===== config.mk =====
export PLATFORM = sky130hd
export DESIGN_NAME = bcd_sseg_scan_flat
export DESIGN_NICKNAME = d
export VERILOG_FILES = /design/src/rtl/sseg_pkg.sv /design/src/rtl/bcd_sseg_scan_if.sv /design/src/rtl/seg7_decode.sv /design/src/rtl/bcd_sseg_scan.sv /design/src/flat_wrapper.sv
export SDC_FILE = /design/constraint.sdc
export NUM_CORES = 1
export LEC_CHECK = 0
export CORE_ASPECT_RATIO = 1.75
export CORE_MARGIN = 2
export CORE_UTILIZATION = 42
export DETAILED_ROUTE_END_ITERATION = 16
export PLACE_DENSITY = 0.65
export SYNTH_ARGS = -nofsm -noshare
export SYNTH_HDL_FRONTEND = slang
export SYNTH_SLANG_ARGS = --single-unit

===== constraint.sdc =====
create_clock -name clk -period 4 [get_ports clk]
set_clock_uncertainty 0.15 [all_clocks]
set_input_delay 0.8 -clock clk [delete_from_list [all_inputs] [get_ports clk]]
set_output_delay 0.8 -clock clk [all_outputs]
set_load 0.01 [all_outputs]

===== src/rtl/sseg_pkg.sv =====
// sseg_pkg: shared definitions for the two-digit seven-segment scan driver.
//   scan_state_t : scan FSM states
//   SEG_BLANK    : all segments off (active-low)
//   SEG_DASH     : middle bar only, shown for non-decimal nibbles
//   DIGIT_SEG    : active-low {g,f,e,d,c,b,a} patterns for digits 0..9
package sseg_pkg;

  typedef enum logic [2:0] {
    OFF,
    DIG0,
    GAP0,
    DIG1,
    GAP1
  } scan_state_t;

  localparam logic [6:0] SEG_BLANK = 7'h7F;
  localparam logic [6:0] SEG_DASH  = 7'h3F;

  // Entry [n] is the pattern for digit n (listed from 9 down to 0).
  localparam logic [9:0][6:0] DIGIT_SEG = {
    7'h10, 7'h00, 7'h78, 7'h02, 7'h12,
    7'h19, 7'h30, 7'h24, 7'h79, 7'h40
  };

endpackage


===== src/rtl/bcd_sseg_scan_if.sv =====
// bcd_sseg_scan_if: bundle between the BCD converter side and the scan driver.
//   bcd_in   : packed BCD value, [7:4] tens, [3:0] units
//   load     : single-cycle strobe qualifying bcd_in and blank_lz
//   blank_lz : leading-zero blank request
//   seg_n    : active-low segments {g,f,e,d,c,b,a}
//   an_n     : active-low anodes, [0] units, [1] tens
//   err      : committed value holds a nibble above 9
// master drives the value and strobe; slave is the scan driver.
interface bcd_sseg_scan_if;

  logic [7:0] bcd_in;
  logic       load;
  logic       blank_lz;
  logic [6:0] seg_n;
  logic [1:0] an_n;
  logic       err;

  modport master (
    output bcd_in, load, blank_lz,
    input  seg_n, an_n, err
  );

  modport slave (
    input  bcd_in, load, blank_lz,
    output seg_n, an_n, err
  );

endinterface


===== src/rtl/seg7_decode.sv =====
// seg7_decode: combinational 4-bit to active-low seven-segment decode.
//   digit : nibble to show
//   seg_n : active-low {g,f,e,d,c,b,a}; nibbles A-F show a dash
module seg7_decode
  import sseg_pkg::*;
(
  input  logic [3:0] digit,
  output logic [6:0] seg_n
);

  always_comb begin
    seg_n = SEG_DASH;
    if (digit <= 4'd9) begin
      seg_n = DIGIT_SEG[digit];
    end
  end

endmodule


===== src/rtl/bcd_sseg_scan.sv =====
// bcd_sseg_scan: two-digit multiplexed common-anode seven-segment scan driver.
//   clk : system clock, rising edge
//   rst : asynchronous active-high reset
//   bus : slave side of bcd_sseg_scan_if (bcd_in/load/blank_lz in,
//         seg_n/an_n/err out, all outputs registered)
// Each digit is lit for REFRESH_DIV cycles with BLANK_CYC dark cycles after
// it. Loads arriving while scanning wait in a shadow register and are only
// committed at the frame boundary so a frame never mixes two values.
module bcd_sseg_scan
  import sseg_pkg::*;
#(
  parameter int REFRESH_DIV = 100000,
  parameter int BLANK_CYC   = 16
) (
  input logic           clk,
  input logic           rst,
  bcd_sseg_scan_if.slave bus
);

  localparam int CNT_MAX = (REFRESH_DIV > BLANK_CYC) ? REFRESH_DIV : BLANK_CYC;
  localparam int CNT_W   = (CNT_MAX > 1) ? $clog2(CNT_MAX) : 1;
  localparam logic [CNT_W-1:0] DIG_LAST = CNT_W'(REFRESH_DIV - 1);
  localparam logic [CNT_W-1:0] GAP_LAST = CNT_W'(BLANK_CYC - 1);

  scan_state_t      state, state_nxt;
  logic [CNT_W-1:0] cnt, cnt_nxt;
  logic [7:0]       shadow, shadow_nxt;
  logic             shadow_blank, shadow_blank_nxt;
  logic [7:0]       active, active_nxt;
  logic             active_blank, active_blank_nxt;
  logic             pending, pending_nxt;
  logic [6:0]       seg_q, seg_nxt;
  logic [1:0]       an_q, an_nxt;
  logic             err_q, err_nxt;
  logic             cnt_done;
  logic [3:0]       dec_in;
  logic [6:0]       dec_out;

  // All state and the registered outputs; reset darkens the display at once.
  always_ff @(posedge clk or posedge rst) begin
    if (rst) begin
      state        <= OFF;
      cnt          <= '0;
      shadow       <= '0;
      shadow_blank <= 1'b0;
      active       <= '0;
      active_blank <= 1'b0;
      pending      <= 1'b0;
      seg_q        <= SEG_BLANK;
      an_q         <= 2'b11;
      err_q        <= 1'b0;
    end else begin
      state        <= state_nxt;
      cnt          <= cnt_nxt;
      shadow       <= shadow_nxt;
      shadow_blank <= shadow_blank_nxt;
      active       <= active_nxt;
      active_blank <= active_blank_nxt;
      pending      <= pending_nxt;
      seg_q        <= seg_nxt;
      an_q         <= an_nxt;
      err_q        <= err_nxt;
    end
  end

  // Next-state logic. A load on the GAP1->DIG0 edge goes straight to active,
  // otherwise a scanning load only updates shadow and raises pending.
  always_comb begin
    state_nxt        = state;
    cnt_nxt          = cnt;
    shadow_nxt       = shadow;
    shadow_blank_nxt = shadow_blank;
    active_nxt       = active;
    active_blank_nxt = active_blank;
    pending_nxt      = pending;
    cnt_done         = 1'b0;

    if (bus.load) begin
      shadow_nxt       = bus.bcd_in;
      shadow_blank_nxt = bus.blank_lz;
    end

    if (state == OFF) begin
      if (bus.load) begin
        active_nxt       = bus.bcd_in;
        active_blank_nxt = bus.blank_lz;
        state_nxt        = DIG0;
        cnt_nxt          = '0;
      end
    end else begin
      cnt_done = (state == DIG0 || state == DIG1) ? (cnt == DIG_LAST)
                                                  : (cnt == GAP_LAST);
      if (bus.load) begin
        pending_nxt = 1'b1;
      end
      if (cnt_done) begin
        cnt_nxt = '0;
        unique case (state)
          DIG0:    state_nxt = GAP0;
          GAP0:    state_nxt = DIG1;
          DIG1:    state_nxt = GAP1;
          default: state_nxt = DIG0;
        endcase
      end else begin
        cnt_nxt = cnt + 1'b1;
      end
      if (state == GAP1 && cnt_done) begin
        pending_nxt = 1'b0;
        if (bus.load) begin
          active_nxt       = bus.bcd_in;
          active_blank_nxt = bus.blank_lz;
        end else if (pending) begin
          active_nxt       = shadow;
          active_blank_nxt = shadow_blank;
        end
      end
    end
  end

  // The single decoder looks at whichever digit the next state will light.
  assign dec_in = (state_nxt == DIG1) ? active_nxt[7:4] : active_nxt[3:0];

  seg7_decode u_dec (
    .digit (dec_in),
    .seg_n (dec_out)
  );

  // Output selection from the next state so outputs move with the state.
  // The tens digit stays dark when blanking is requested and it is zero.
  always_comb begin
    an_nxt  = 2'b11;
    seg_nxt = SEG_BLANK;
    err_nxt = (active_nxt[3:0] > 4'd9) | (active_nxt[7:4] > 4'd9);
    if (state_nxt == DIG0) begin
      an_nxt  = 2'b10;
      seg_nxt = dec_out;
    end else if (state_nxt == DIG1) begin
      if (!(active_blank_nxt && active_nxt[7:4] == 4'd0)) begin
        an_nxt  = 2'b01;
        seg_nxt = dec_out;
      end
    end
  end

  assign bus.seg_n = seg_q;
  assign bus.an_n  = an_q;
  assign bus.err   = err_q;

endmodule


===== src/flat_wrapper.sv =====
// flat-port wrapper written by rule: the top's interface ports become plain ports
module bcd_sseg_scan_flat import sseg_pkg::*;
#(
  parameter int REFRESH_DIV = 100000,
  parameter int BLANK_CYC   = 16
)
  (clk, rst, bus_bcd_in, bus_load, bus_blank_lz, bus_seg_n, bus_an_n, bus_err);
  bcd_sseg_scan_if bus_i ();
  input logic clk;
  input logic rst;
  input wire logic [$bits(bus_i.bcd_in)-1:0] bus_bcd_in;
  input wire logic [$bits(bus_i.load)-1:0] bus_load;
  input wire logic [$bits(bus_i.blank_lz)-1:0] bus_blank_lz;
  output wire logic [$bits(bus_i.seg_n)-1:0] bus_seg_n;
  output wire logic [$bits(bus_i.an_n)-1:0] bus_an_n;
  output wire logic [$bits(bus_i.err)-1:0] bus_err;
  assign bus_i.bcd_in = bus_bcd_in;
  assign bus_i.load = bus_load;
  assign bus_i.blank_lz = bus_blank_lz;
  assign bus_seg_n = bus_i.seg_n;
  assign bus_an_n = bus_i.an_n;
  assign bus_err = bus_i.err;
  bcd_sseg_scan #(.REFRESH_DIV(REFRESH_DIV), .BLANK_CYC(BLANK_CYC)) u_core (.clk(clk), .rst(rst), .bus(bus_i));
endmodule

; After elaboration in Yosys (flattened, before gate mapping)
; Memories as Yosys holds them, arrays and structs flattened.
; Index checks and enable logic that the tools add are counted.
[op_classes]
eq_ne = 9
n_addsub = 1
bitwise_logic = 2
n_reduce_logical = 7
muxes = 29
order_cmp = 4
[op_table]
columns = operator, n
row1 = $mux W17, 3
row2 = $mux W8, 5
row3 = $mux W7, 5
row4 = $add A17 B1 Y17 const B, 1
row5 = $eq A17 B17 Y1 const B, 1
row6 = $eq A17 B4 Y1 const B, 1
row7 = $eq A3 B2 Y1 const B, 3
row8 = $mux W3, 3
row9 = $pmux W3 S3, 1
row10 = $gt A4 B4 Y1 const B, 2
row11 = $mux W1, 8
row12 = $eq A3 B1 Y1 const B, 2
row13 = $mux W2, 3
row14 = $lt A4 B5 Y1 const B, 1
row15 = $le A4 B4 Y1 const B, 1
row16 = $logic_not A4 Y1, 1
row17 = $mux W4, 1
row18 = $eq A3 B3 Y1 const B, 1
row19 = $logic_not A3 Y1, 1
row20 = $logic_and A1 B1 Y1, 2
row21 = $ne A2 B2 Y1 const B, 1
row22 = $reduce_and A2 Y1, 1
row23 = $reduce_bool A2 Y1, 1
row24 = $logic_or A1 B1 Y1, 1
row25 = other kinds (2), 2
[totals]
romBits = 112
word_cells = 63
out_inout_bits = 10
in_bits = 12
regBits = 49
mem_count = 1
[mem_list]
columns = name, words, word_bits, read_ports, rd_ports_with_merged_regs, write_ports, line_no
row1 = (no name shown), 16, 7, 1, 0, 0, seg7_decode.sv:14  ; seg_n = DIGIT_SEG[digit];

; Logic depth before layout (Yosys ltp)
[depth]
word_depth = 13
ltp_mapped = 13
depth_no_buf = 12

; Modules after synthesis
; Synthesis repeated with hierarchy kept, for this count alone.
[hier_totals]
hier_cells = 294
area_unflattened_um2 = 2879.0
[modules_own_cells]
columns = mod, seq_area_each_um2, cells_each, instances, area_each_um2
row1 = bcd_sseg_scan, 1237.4, 269, 1, 2663.8
row2 = seg7_decode, 0.0, 25, 1, 215.2

; Worst setup path before layout
; Ideal clock, no wire load.
[synth_path]
path_kind = register to register
start = register u_core.state[2]
end = register u_core.seg_q[2], in the netlist u_core.bus.seg_n[2]
stages_incl_launch_ff = 12
setup_slack_ps = 1005
t_arrival_ps = 2768
path_cell_list = dfrtp_1 > buf_6 > nand2b_4 > or3_4 > a211oi_2 > o21ai_0 > o221ai_1 > mux2_2 > ha_1 > o21ai_2 > a22oi_4 > a21bo_1
[synth_between]
elab_chain_cells = 13
elab_cells_between_ends = 28
classes_between = order compare (1) / eq/ne (6) / mux (15) / reduce/logical (5) / memory (1)
[synth_lines]
columns = element, line_no
row1 = "start, declared", bcd_sseg_scan.sv:25  ; scan_state_t state, state_nxt;
row2 = "start signal, assigned", bcd_sseg_scan.sv:53  ; state <= state_nxt;
row3 = $eq A3 B1 Y1 / $eq A3 B2 Y1 (equally long branches), "bcd_sseg_scan.sv:91, bcd_sseg_scan.sv:98"
row4 = $logic_or A1 B1 Y1, bcd_sseg_scan.sv:91  ; cnt_done = (state == DIG0 || state == DIG1) ? (cnt == DIG_LAST)
row5 = $mux W1, bcd_sseg_scan.sv:91
row6 = $mux W3 / $logic_and A1 B1 Y1 (equally long branches), "bcd_sseg_scan.sv:96, bcd_sseg_scan.sv:107"
row7 = $mux W3 / $mux W8 (equally long branches), "bcd_sseg_scan.sv:83, bcd_sseg_scan.sv:107"
row8 = $eq A3 B2 Y1 / $mux W8 (equally long branches), "bcd_sseg_scan.sv:121, bcd_sseg_scan.sv:137, bcd_sseg_scan.sv:83"
row9 = $mux W4, bcd_sseg_scan.sv:121  ; assign dec_in = (state_nxt == DIG1) ? active_nxt[7:4] : active_nxt[3:0];
row10 = $mem_v2 Z16 W7, --
row11 = $mux W7 (implied by the code), seg7_decode.sv:14
row12 = $mux W7, seg7_decode.sv:13  ; if (digit <= 4'd9) begin
row13 = $mux W7, bcd_sseg_scan.sv:138  ; if (!(active_blank_nxt && active_nxt[7:4] == 4'd0)) begin
row14 = $mux W7, bcd_sseg_scan.sv:137  ; end else if (state_nxt == DIG1) begin
row15 = $mux W7 (*), bcd_sseg_scan.sv:134  ; if (state_nxt == DIG0) begin
row16 = named net u_core.seg_nxt[2], bcd_sseg_scan.sv:32  ; logic [6:0] seg_q, seg_nxt;
row17 = "end signal, assigned", bcd_sseg_scan.sv:60  ; seg_q <= seg_nxt;
row18 = "end, declared", bcd_sseg_scan.sv:32
; The timed path passes the listed nets; every way through them passes the cells marked *. The select of a mux whose other input is x is not followed.
; A chain may end at the register's enable or synchronous reset.

; Final worst setup path
[layout_path]
start = register u_core.state[2]
end = register u_core.seg_q[2], in the netlist u_core.bus.seg_n[2]
[layout_between]
elab_chain_cells = 13
elab_cells_between_ends = 28
classes_between = order compare (1) / eq/ne (6) / mux (15) / reduce/logical (5) / memory (1)
[layout_lines]
columns = element, line_no
row1 = $eq A3 B1 Y1 / $eq A3 B2 Y1 (equally long branches), bcd_sseg_scan.sv:91
row2 = $logic_or A1 B1 Y1, bcd_sseg_scan.sv:91
row3 = $mux W1, bcd_sseg_scan.sv:91
row4 = $logic_and A1 B1 Y1, bcd_sseg_scan.sv:107  ; if (state == GAP1 && cnt_done) begin
row5 = $mux W8, bcd_sseg_scan.sv:107
row6 = $mux W8 (*), bcd_sseg_scan.sv:83  ; if (state == OFF) begin
row7 = named net u_core.active_nxt[4], bcd_sseg_scan.sv:29  ; logic [7:0] active, active_nxt;
row8 = $mux W4, bcd_sseg_scan.sv:121
row9 = $mem_v2 Z16 W7, --
row10 = $mux W7 (implied by the code), seg7_decode.sv:14
row11 = $mux W7, seg7_decode.sv:13
row12 = $mux W7, bcd_sseg_scan.sv:138
row13 = $mux W7, bcd_sseg_scan.sv:137
row14 = $mux W7 (*), bcd_sseg_scan.sv:134
row15 = named net u_core.seg_nxt[2], bcd_sseg_scan.sv:32
; Marked as above.

==> out/metrics.cfg <==
[clocking]
tritoncts.num_buffers = 5
root_buffer = clkbuf_16
clock_latency_ns = 0.29
cts_buffer_depth = 2
ctsHoldBuffers = 0
cts_tree = yes
clk_pin_slew_ns = 0.07
cts_resized = 0
clock_sinks = 49
postCtsSetupRepairBufs = 0
cts.htree.levels = 2

[final_layout]
final_common_cell = o21ai_0
antenna_cells = 0
final_cell_mix = o21ai_0, dfrtp_1, nand2_1, nor2_1, clkdlybuf4s50_1
area_delta_synth_final_pct = 17.6
final_nets = 332
num-fill-cells = 633
layout-drive-gt1-share = 0.162

[route]
routed_via_density = 5.52
drc = 0
wl_per_cell_um = 15.6
drtIter0Drc = 150
antenna_left = 0
wl_um = 6200
firstDrtPassIters = 4
vias = 2191

[floorplanning]
fp.coreArea_mm2 = 0.00644
die_x_um = 65.5
die-area_mm2 = 0.00731
rows = 39
initial_core_util = 0.431
ios = 22
die_height_um = 112

[logic_synthesis]
synth_area_leader_cell = dfrtp_1
synth_area_leaders = dfrtp_1, dfstp_2, o21ai_0, mux2_2, nand2_1
synth_cells = 288
seq_area_frac_synth = 0.445
synth_ff_type = dfrtp_1
ys_seq_elements = 49
syn_nets = 306
synth.top_cell.area_share = 0.360
synth-edff-count = 0
yosys_warnings = 0
postSynth.asyncResetShare = 1.00
synth.distinct_cells = 57
syn_area_mm2 = 0.00278
synth_area_per_cell_um2 = 9.64

[grt]
gr-usage-all-layers = 0.185
grt.overflow.total = 0
antenna_found_initial = 0
grt_first_pass_wirelength_um = 10300
grt_pass1_vias = 2178
grt_max_degree = 50

[sta]
fin_crit_sh = 0.834
slew_headroom = 0.308
setup_tns_ns = 0
tightest_slew_ns = 1.03
fin_crit_ns = 3.34
setup_slack_ns = 0.663
finalSetupViolCount = 0
rsz0062_at_grt = false
max_freq_ghz = 0.300
finalMaxSlewViolations = 0
finalHoldViolCount = 0

[worst_setup_path]
r2r_slack_ns = 0.66
start_kind = flip-flop
cpPeakStageDelay_ns = 0.56
cp-endpoint = u_core.bus.seg_n[2]
worstSetupPathType = reg -> reg
regToRegStartpoint = u_core.state[2]
startpoint = u_core.state[2]
critPathMostFrequentCell = buf_4
cp_data_required_time_ns = 4.08
arrival_ns = 3.41
crit_fanout = 17
worstReg2RegEnd = u_core.bus.seg_n[2]
r2r_cells = 12
critPathCaptureType = flip-flop
path_cells = nand2b_4 > or3_4 > a21oi_1 > buf_4 > mux2_2 > and2_1 > mux2i_1 > buf_4 > ha_1 > o21ai_2 > a22oi_4 > a21bo_1
crit_slowest_cell = dfrtp_1

[power_and_ir_drop]
ir_drop_mv = 0.163
p_leak_nw = 1.46
power_mw = 1.02
pwr_density_cell_mw_per_mm2 = 311

[placement]
globalplace.congestion = 0.781
dp_slack_ns = 0.361
dpl.hpwl_um = 4590
portBuffers = 21

[run_status]
status = finished, final reports clean

[hold_path]
hold_class = reg -> reg

[job]
max-cap-violations = 0

## layer usage
layer  vias up  share of wire  track usage
met5         -              0            0
met2        27           0.57        0.346
met4         0          0.026       0.0750
li1       1087              -            -
met3        11          0.018       0.0303
met1      1066           0.39        0.198
## power by group
part | internal [mW] | switching [mW] | leakage (nW)
registers | 0.505 | 0.00514 | 0.596
clock network | 0.271 | 0.191 | 0.0782
logic | 0.0226 | 0.0230 | 0.781
## cells in the mapped netlist (2+ instances only)
library cell  count
nor3b_1           2
a211oi_1          4
clkbuf_1          5
nand2_1          26
o31ai_1           2
xor2_1            2
o211ai_1          2
mux2_2           13
inv_1            13
nand3_1           5
and2_1            4
o21a_1            2
or3_1             3
buf_2             4
dfstp_2           9
a22o_1            2
dfrtp_1          40
nor2_1           23
nand3b_1          4
and3_1           15
xnor2_1           2
a21oi_1           6
nor4_1            2
nor2b_1           5
ha_1              6
a22oi_4           2
nand2b_1          2
mux2i_1           7
o21ai_1           2
o22ai_1           2
nor3_1            5
o21ai_0          41
o22a_1            2
## area by class of cell
| class | count | area [um2] | share of cell area |
|---|---|---|---|
| Timing Repair Buffer | 30 | 278 | 0.0850 |
| Clock buffer | 6 | 150 | 0.0460 |
| Tap cell | 82 | 103 | 0.0314 |
| Clock inverter | 2 | 16.3 | 0.00498 |
| Sequential cell | 49 | 1240 | 0.379 |
| Inverter | 13 | 48.8 | 0.0149 |
| Multi-Input combinational cell | 215 | 1430 | 0.439 |
## critical path: cells and delay by family (launching register included)
family	cells	cell delay, ns
simple gates	3	0.82
flops	1	0.56
mux	2	0.51
compound gates	4	0.69
buf+inv	2	0.35
fa+ha+maj	1	0.19
## cell families (layout without fill, tap and decap cells)
| family | after synthesis | after routing | synth area share |
|---|---|---|---|
| compound gates | 82 | 82 | 0.202 |
| mux | 20 | 20 | 0.0779 |
| xor+xnor | 4 | 4 | 0.0126 |
| flops | 49 | 49 | 0.445 |
| buf+inv | 24 | 51 | 0.0383 |
| simple gates | 103 | 103 | 0.196 |
| fa+ha+maj | 6 | 6 | 0.0270 |
## stage by stage
step / area (um2) / cells / util / hold slack [ns]
floorplan: 2780 / 288 / - / 0.306
global placement: 3100 / 389 / 0.481 / 0.341
detailed placement: 3100 / 389 / 0.481 / 0.337
CTS: 3270 / 397 / 0.507 / 0.351
global route: 3270 / 397 / 0.507 / 0.377
finish: 3270 / 397 / 0.507 / 0.351
## flip-flops by register name, summed over array words and instances (netlist names)
signal               count
u_core.shadow_blank      1
u_core.bus.seg_n         7
u_core.state             3
u_core.pending           1
u_core.cnt              17
u_core.bus.an_n          2
u_core.active_blank      1
u_core.bus.err           1
u_core.active            8
u_core.shadow            8
## worst min path at each step
stage	from	to	slack [ns]	cells after the start
after floorplan	u_core.cnt[2]	u_core.cnt[2]	0.31	1
after global placement	u_core.cnt[2]	u_core.cnt[2]	0.34	1
after detailed placement	u_core.cnt[2]	u_core.cnt[2]	0.34	1
after CTS	u_core.cnt[2]	u_core.cnt[2]	0.35	1
after global routing	u_core.cnt[2]	u_core.cnt[2]	0.38	1
final	u_core.cnt[2]	u_core.cnt[2]	0.35	1
Power figures use the tool's default switching activity.
